===== config.mk =====
export PLATFORM = sky130hd
export DESIGN_NAME = fifo_write_arbiter
export DESIGN_NICKNAME = d
export VERILOG_FILES = /design/src/rtl/fifo_write_arbiter.sv
export SDC_FILE = /design/constraint.sdc
export NUM_CORES = 1
export LEC_CHECK = 0
export CAP_MARGIN = 20
export CORE_UTILIZATION = 39
export DETAILED_ROUTE_END_ITERATION = 12
export PLACE_DENSITY = 0.86
export SYNTH_ARGS = -nofsm -noshare
export SYNTH_HDL_FRONTEND = slang
export SYNTH_SLANG_ARGS = --single-unit

===== constraint.sdc =====
create_clock -name clock -period 5.2 [get_ports clock]
set_clock_uncertainty 0.1 [all_clocks]
set_input_delay 1.3 -clock clock [delete_from_list [all_inputs] [get_ports clock]]
set_output_delay 1.3 -clock clock [all_outputs]
set_load 0.005 [all_outputs]

===== src/rtl/fifo_write_arbiter.sv =====
// Round-robin burst arbiter onto a single FIFO write port: one IDLE cycle to arbitrate, then up to BURST_LEN beats.
// sig_Full stalls the owner (no ready, no write); an owner dropping valid ends its burst early.
module fifo_write_arbiter #(
   parameter int NUM_REQ    = 4,
   parameter int PTR_WIDTH  = 2,
   parameter int DATA_WIDTH = 8,
   parameter int BURST_LEN  = 4,
   parameter int CNT_WIDTH  = 3
) (
   input  logic                          clock,
   input  logic                          reset,
   input  logic [NUM_REQ-1:0]            req_Valid,
   input  logic [NUM_REQ*DATA_WIDTH-1:0] req_Data,
   output logic [NUM_REQ-1:0]            req_Ready,
   input  logic                          sig_Full,
   output logic                          write_Enable,
   output logic [DATA_WIDTH-1:0]         buffer_Input,
   output logic                          grant_Active,
   output logic [PTR_WIDTH-1:0]          grant_Owner
);

   typedef enum logic {IDLE, BURST} state_t;

   state_t               state;
   logic [PTR_WIDTH-1:0] rr_ptr;
   logic [CNT_WIDTH-1:0] count;

   logic                 pick_found;
   logic [PTR_WIDTH-1:0] pick_idx;
   logic                 owner_valid;
   logic                 in_burst;
   logic                 last_beat;
   logic [PTR_WIDTH-1:0] next_ptr;

   // Scan downward so the requester closest to rr_ptr is the last, winning assignment.
   always_comb begin
      logic [PTR_WIDTH-1:0] idx;
      pick_found = 1'b0;
      pick_idx   = rr_ptr;
      idx        = rr_ptr;
      for (int k = NUM_REQ - 1; k >= 0; k--) begin
         idx = rr_ptr + PTR_WIDTH'(k);
         if (req_Valid[idx]) begin
            pick_found = 1'b1;
            pick_idx   = idx;
         end
      end
   end

   assign owner_valid  = req_Valid[grant_Owner];
   // Reset suppresses the strobe in the cycle it is asserted, so an aborted burst writes nothing more.
   assign in_burst     = (state == BURST) && !reset;
   assign last_beat    = (count == CNT_WIDTH'(BURST_LEN - 1));
   assign next_ptr     = grant_Owner + PTR_WIDTH'(1);

   assign write_Enable = in_burst && owner_valid && !sig_Full;
   assign req_Ready    = (in_burst && !sig_Full) ? (NUM_REQ'(1) << grant_Owner) : '0;
   assign buffer_Input = in_burst ? req_Data[grant_Owner*DATA_WIDTH +: DATA_WIDTH] : '0;
   assign grant_Active = (state == BURST);

   always_ff @(posedge clock) begin
      if (reset) begin
         state       <= IDLE;
         rr_ptr      <= '0;
         grant_Owner <= '0;
         count       <= '0;
      end else begin
         case (state)
            IDLE: begin
               if (pick_found) begin
                  grant_Owner <= pick_idx;
                  count       <= '0;
                  state       <= BURST;
               end
            end
            BURST: begin
               if (!owner_valid) begin
                  state  <= IDLE;
                  rr_ptr <= next_ptr;
               end else if (!sig_Full) begin
                  count <= count + CNT_WIDTH'(1);
                  if (last_beat) begin
                     state  <= IDLE;
                     rr_ptr <= next_ptr;
                  end
               end
            end
            default: state <= IDLE;
         endcase
      end
   end

endmodule


==> results of run 1 <==
layer usage:
metal	GRT usage (%)	routed length, µm	up-vias
met4	7.35	27	0
met5	0	0	-
met1	28.8	1060	434
li1	-	-	438
met2	38.7	1190	41
met3	3.43	151	4
cell usage in the layout, fill, tap and decap left out, types with 2 or more instances in the layout:
master           count
a21oi_1              9
and2_1               5
clkbuf_4             3
clkdlybuf4s50_1     54
dfxtp_1              8
ha_1                 6
inv_1                5
mux2_1               2
mux4_2               9
nand2b_1             6
nand3_1              6
nand3b_1             2
nor2_1               6
nor2b_1              9
o41ai_1              2
or2_1                2
layout make-up:
type	instances	share of cell area (%)
multi-input cells	73	45.7
inverters	6	1.57
clock buffers	3	1.57
repair buffers	54	37.6
well taps	27	2.35
flip-flops and latches	8	11.1
flip-flops by register name, indices dropped and copies added (netlist names):
name / cells
rr_ptr: 2
grant_Owner: 2
grant_Active: 1
count: 3
worst min-delay path by stage:
stage	cells after the start	slack (ps)	from	end
floorplan	2	350	count[2]$_SDFFE_PP0P_	count[2]$_SDFFE_PP0P_
global placement	2	360	count[2]$_SDFFE_PP0P_	count[2]$_SDFFE_PP0P_
detailed placement	2	370	count[1]$_SDFFE_PP0P_	count[1]$_SDFFE_PP0P_
CTS	2	380	count[1]$_SDFFE_PP0P_	count[1]$_SDFFE_PP0P_
global route	2	400	count[1]$_SDFFE_PP0P_	count[1]$_SDFFE_PP0P_
finish	2	380	count[1]$_SDFFE_PP0P_	count[1]$_SDFFE_PP0P_
stage by stage:
| step | std cells | setup WS (ps) | instance area (µm²) | hold WS (ps) |
|---|---|---|---|---|
| 5_1_grt | 171 | 391 | 1440 | 401 |
| 6_report | 171 | 558 | 1440 | 380 |
| 3_5_place_dp | 168 | 545 | 1410 | 373 |
| 4_1_cts | 171 | 542 | 1440 | 380 |
| 2_1_floorplan | 90 | 1800 | 856 | 348 |
| 3_3_place_gp | 168 | 677 | 1410 | 357 |
cells by family (layout without fill, tap and decap cells):
kind of cell | count (synthesis) | after routing
compound gates | 14 | 14
fa+ha+maj | 6 | 6
simple gates | 40 | 40
mux | 13 | 13
flops | 8 | 8
buf+inv | 9 | 63
worst max-delay path, delay by kind of cell:
family / cells / cell delay (ps)
buf+inv: 2 / 1070
simple gates: 3 / 870
power by group through the flow:
stage	clock network (mW)	registers [mW]	logic (mW)
after floorplan	0	0.0715	0.0484
after global placement	0	0.0777	0.0906
after detailed placement	0	0.0779	0.0923
after CTS	0.0486	0.0765	0.0930
after global routing	0.0524	0.0780	0.100
final	0.0481	0.0764	0.0923
==> key figures, run 1 <==
Floorplan
  – Initial Util: 42.3%
  – Die W: 48.8 µm
  – DIE AREA: 0.00239 mm²
  – Core area: 0.00202 mm²
  – Height of the die: 48.8 µm
  – Num rows: 16
  – Io pins: 55

STA
  – Hold Vio Cnt, Final: 0
  – # setup viols final: 0
  – F_max: 215 MHz
  – Min Tclk post-route: 4640 ps
  – Setup TNS: 0 ps
  – Least-Margin Pin Slew: 863 ps
  – Final Max Tran Viols: 0
  – RSZ-0062 raised after global routing: no
  – Worst slew margin: 42.4%
  – Fin crit share: 89.3%

Cells and area
  – Layout area overhead: 67.8%
  – Filler cell count: 155
  – Share of layout cells above drive strength 1: 11.1%
  – Net count, final: 191
  – Multi-input gate area: 657 µm²
  – Seq. cell area: 160 µm²
  – Final Util: 71.0%
  – N_diodes: 0

Power
  – Flop pwr share: 35.2%
  – Tot Pwr: 0.217 mW
  – Psw: 0.0607 mW
  – Pwr/cell area: 151 mW/mm²
  – Pleak: 0.523 nW
  – Internal power: 0.156 mW
  – Worst vdd ir: 0.140 mV
  – Power share of the clock group: 22.2%
  – Sw Share: 28.0%
  – Comb power frac: 42.6%

Setup path
  – Worst r2r src: grant_Owner[0]$_SDFFE_PP0P_
  – Crit-path slowest cell: clkdlybuf4s50_1
  – Critical Path Start Type: input pin
  – Crit Path Max Fanout: 13
  – Worst r2r path cells: 4
  – CP Capture Type: output pin
  – Setup crit end: req_Ready[2]
  – R2R Setup Slk: 3130 ps
  – WS Path Type: in -> out
  – Slowest stage delay, CP: 580 ps
  – Critical Path AT: 3240 ps
  – WP data required: 3800 ps
  – Worst-path cell chain: clkdlybuf4s50_1 -> nand2b_1 -> nor2_1 -> and2_1 -> clkdlybuf4s50_1
  – Cell mode on critical path: clkdlybuf4s50_1
  – Critical path launch point: reset
  – Worst flop-to-flop path endpoint: rr_ptr[0]$_SDFFE_PP0P_

Route
  – Residual DRC: 0
  – Via density: 5.36
  – ANT nets after route: 0
  – Starting DRC count in detailed routing: 29
  – DR WL/cell: 14.2 µm
  – Final wirelength: 2430 µm
  – First-pass detailed-route iteration total: 4
  – Via Count: 917

CTS
  – Clock-pin slew on the worst setup and hold paths: 50 ps
  – Post-cts sizing count: 0
  – Num Clock Sinks: 8
  – CTS buffer count: 3
  – Root cell of the clock tree: clkbuf_4
  – Post-CTS Setup Bufs: 0
  – Clock buffer depth: 2
  – Clock latency on the worst-skew pair: 250 ps
  – TritonCTS clock tree: built
  – Hold_buf cts: 0
  – H-tree levels: 1

Run
  – Max_cap viols: 0

Yosys
  – Ys Warns: 0
  – Post-synthesis share of cell area spent on xor and xnor gates: 0%
  – Top-area cell type share of the netlist area: 23.7%
  – Sequential fraction of the synthesis area: 18.7%
  – Top_reg_cell synth: dfxtp_1
  – Synth Register Bits: 8
  – Synth Area in Simple Gates: 29.2%
  – Ranking of synthesized cells by area: mux4_2, dfxtp_1, ha_1
  – Yosys top cell by area: mux4_2
  – Main combinational cell family by area after synthesis: simple AND/OR/NAND/NOR gates
  – Synthesized cell area: 856 µm²
  – Synth Area in Compound Gates: 9.50%
  – Mean Syn Cell Area: 9.51 µm²
  – Commonest cells in the synthesized netlist: a21oi_1, mux4_2, nor2b_1, dfxtp_1
  – Post-synth EDFFs: 0
  – Yosys cell types: 27
  – Syn Inst Count: 90
  – Syn_nets: 135
  – Post-synthesis mux area share: 29.2%
  – Async S/R FF share, synth: 0%
  – Synth Area in Adders: 8.77%

Place
  – Final GP Congestion: 0.808
  – Half-perimeter wire length after placement: 1980 µm
  – Number of port buffers: 54

Global routing
  – Vias in the first global route: 867
  – Initial antenna violation count: 0
  – GRT overflow: 0
  – GR Util All Layers: 22.5%
  – Pin count of the biggest net entering global routing: 18
  – First-pass GRT wire length: 4110 µm

Hold path
  – Hold Path Class: reg -> reg

Status
  – Status: complete, no violations
No activity file was read; power rests on OpenSTA's default activity.
==> run 2, diff against run 1 <==
CTS_CLUSTER_SIZE = 28   (was default)
==> results of run 2 <==
No change in the layout: final DEF, timing and power equal those of run 1.
==> run 3, diff against run 2 <==
CORE_UTILIZATION = 40   (was 39)
CTS_BUF_LIST = sky130_fd_sc_hd__clkbuf_4   (was default)
PLACE_DENSITY = 0.87   (was 0.86)
RECOVER_POWER = 50   (was default)
==> key figures, run 3 (synthesized netlist as in run 1, its figures left out) <==
Setup path
  – R2R Setup Slk: 3100 ps (was 3130 ps)
  – Critical path buffer and inverter count: 2 (unchanged)
  – Worst r2r path cells: 4 (unchanged)
  – Worst r2r src: grant_Owner[0]$_SDFFE_PP0P_ (unchanged)
  – WS Path Type: in -> out (unchanged)
  – WP data required: 3800 ps (about the same)
  – Crit Path Max Fanout: 13 (unchanged)
  – CP Capture Type: output pin (unchanged)
  – Critical Path Start Type: input pin (unchanged)
  – Crit-path slowest cell: dlygate4sd3_1 (was clkdlybuf4s50_1)
  – Top delay family on crit path: buffers and inverters (unchanged)
  – Worst-path cell chain: dlygate4sd3_1 -> nand2b_1 -> nor2_1 -> and2_1 -> clkdlybuf4s50_1 (was clkdlybuf4s50_1 -> nand2b_1 -> nor2_1 -> and2_1 -> clkdlybuf4s50_1)
  – Slowest stage delay, CP: 690 ps (was 580 ps)
  – Critical Path AT: 3280 ps (was 3240 ps)
  – Worst flop-to-flop path endpoint: rr_ptr[0]$_SDFFE_PP0P_ (unchanged)

Hold path
  – Worst Hold End: count[2]$_SDFFE_PP0P_ (was count[1]$_SDFFE_PP0P_)
  – Hold Path Class: reg -> reg (unchanged)
  – Hold Path Depth: 2 (unchanged)
  – Hold Crit Start: count[2]$_SDFFE_PP0P_ (was count[1]$_SDFFE_PP0P_)

Place
  – Half-perimeter wire length after placement: 1900 µm (was 1980 µm)
  – Final GP Congestion: 0.785 (was 0.808)
  – Number of port buffers: 54 (unchanged)
  – Placed cell areas: 0.00141 mm² (unchanged)

STA
  – Setup TNS: 0 ps (unchanged)
  – Least-Margin Pin Slew: 841 ps (was 863 ps)
  – # setup viols final: 0 (unchanged)
  – Worst hold slack: 377 ps (was 380 ps)
  – Fin crit share: 90.0% (was 89.3%)
  – Min Tclk post-route: 4680 ps (was 4640 ps)
  – F_max: 214 MHz (was 215 MHz)
  – Final Max Tran Viols: 0 (unchanged)
  – Worst slew margin: 43.9% (was 42.4%)
  – Hold Vio Cnt, Final: 0 (unchanged)
  – RSZ-0062 raised after global routing: no (unchanged)

Route
  – Via density: 5.19 (was 5.36)
  – ANT nets after route: 0 (unchanged)
  – Final wirelength: 2370 µm (was 2430 µm)
  – DR WL/cell: 13.8 µm (was 14.2 µm)
  – Via Count: 888 (was 917)
  – Starting DRC count in detailed routing: 17 (was 29)
  – First-pass detailed-route iteration total: 4 (unchanged)
  – Residual DRC: 0 (unchanged)

CTS
  – Clock latency on the worst-skew pair: 250 ps (about the same)
  – CTS buffer count: 3 (unchanged)
  – Clock buffer depth: 2 (unchanged)
  – Num Clock Sinks: 8 (unchanged)
  – Clock-pin slew on the worst setup and hold paths: 50 ps (about the same)
  – H-tree levels: 1 (unchanged)
  – Post-cts sizing count: 0 (unchanged)
  – Root cell of the clock tree: clkbuf_4 (unchanged)
  – Hold_buf cts: 0 (unchanged)
  – Post-CTS Setup Bufs: 0 (unchanged)
  – TritonCTS clock tree: built (unchanged)

Power
  – Pwr/cell area: 148 mW/mm² (was 151 mW/mm²)
  – Worst vdd ir: 0.143 mV (was 0.140 mV)
  – Pleak: 0.514 nW (was 0.523 nW)
  – Internal power: 0.153 mW (was 0.156 mW)
  – Comb power frac: 42.1% (was 42.6%)
  – Power share of the clock group: 21.9% (was 22.2%)
  – Flop pwr share: 36.0% (was 35.2%)
  – Psw: 0.0569 mW (was 0.0607 mW)
  – Sw Share: 27.1% (was 28.0%)

Global routing
  – Pin count of the biggest net entering global routing: 18 (unchanged)
  – GR Util All Layers: 21.2% (was 22.5%)
  – First-pass GRT wire length: 3430 µm (was 4110 µm)
  – Initial antenna violation count: 0 (unchanged)
  – GRT overflow: 0 (unchanged)
  – Vias in the first global route: 826 (was 867)

Run
  – Max_cap viols: 0 (unchanged)

Cells and area
  – Most frequent cells in the layout: clkdlybuf4s50_1, mux4_2, nor2b_1, a21oi_1, dfxtp_1 (unchanged)
  – Commonest non-fill, non-tap cell in the layout: clkdlybuf4s50_1 (unchanged)
  – Biggest regs: count: 3 flops, grant_Owner: 2 flops, rr_ptr: 2 flops (unchanged)
  – Largest register FFs: 3 (unchanged)
  – Net count, final: 191 (unchanged)
  – N_diodes: 0 (unchanged)
  – Top reg by flops: count (unchanged)
  – Post-Layout Inst Area: 0.00142 mm² (was 0.00144 mm²)
  – Share of layout cells above drive strength 1: 9.03% (was 11.1%)
  – Layout area overhead: 65.4% (was 67.8%)
  – Filler cell count: 152 (was 155)

Floorplan
  – Height of the die: 48.3 µm (was 48.8 µm)
  – Die W: 48.3 µm (was 48.8 µm)
  – DIE AREA: 0.00233 mm² (was 0.00239 mm²)
  – Num rows: 16 (unchanged)
  – Io pins: 55 (unchanged)
  – Initial Util: 43.2% (was 42.3%)
  – Core area: 0.00198 mm² (was 0.00202 mm²)

Status
  – Status: complete, no violations (unchanged)
## run 3: worst max path at each step
| stage | startpoint | endpoint | slack, ps | cells past startpoint |
|---|---|---|---|---|
| after floorplan | req_Valid[3] | write_Enable | 1800 | 2 |
| after global placement | reset | write_Enable | 630 | 5 |
| after detailed placement | reset | req_Ready[3] | 580 | 5 |
| after CTS | reset | write_Enable | 570 | 5 |
| after global routing | reset | write_Enable | 390 | 5 |
| final | reset | write_Enable | 520 | 5 |
## run 3: layout make-up
cell class / instances / area (µm²) / area share, %
Tap cell: 27 / 33.8 / 2.39
Timing Repair Buffer: 54 / 541 / 38.2
Sequential cell: 8 / 160 / 11.3
Clock buffer: 3 / 22.5 / 1.59
Inverter: 6 / 22.5 / 1.59
Multi-Input combinational cell: 73 / 636 / 44.9
## run 3: power by group through the flow
stage | registers (mW) | logic [mW] | clock network [mW]
6_report | 0.0755 | 0.0884 | 0.0459
5_1_grt | 0.0774 | 0.0962 | 0.0508
4_1_cts | 0.0764 | 0.0927 | 0.0485
3_5_place_dp | 0.0777 | 0.0921 | 0
3_3_place_gp | 0.0777 | 0.0903 | 0
2_1_floorplan | 0.0715 | 0.0484 | 0
## run 3: worst reg2reg max path: stages (launching register included)
cell	delay, ps
dfxtp_1	870
mux2_1	380
nand3_1	70
and3_1	220
mux2_1	340
## run 3: metrics by stage
stage	util [%]	setup slack (ps)	power, mW	instances
finish	71.4	521	0.210	171
global placement	71.3	634	0.168	168
detailed placement	71.3	582	0.170	168
floorplan	-	1800	0.120	90
CTS	72.5	569	0.218	171
global route	71.4	388	0.224	171
## run 3: layer usage
metal,GRT usage [%],share of wire [%],vias to the layer above
li1,-,-,439
met1,22.2,40,410
met2,39.7,49,39
met3,5.93,11,0
met4,7.78,0,0
met5,0,0,-
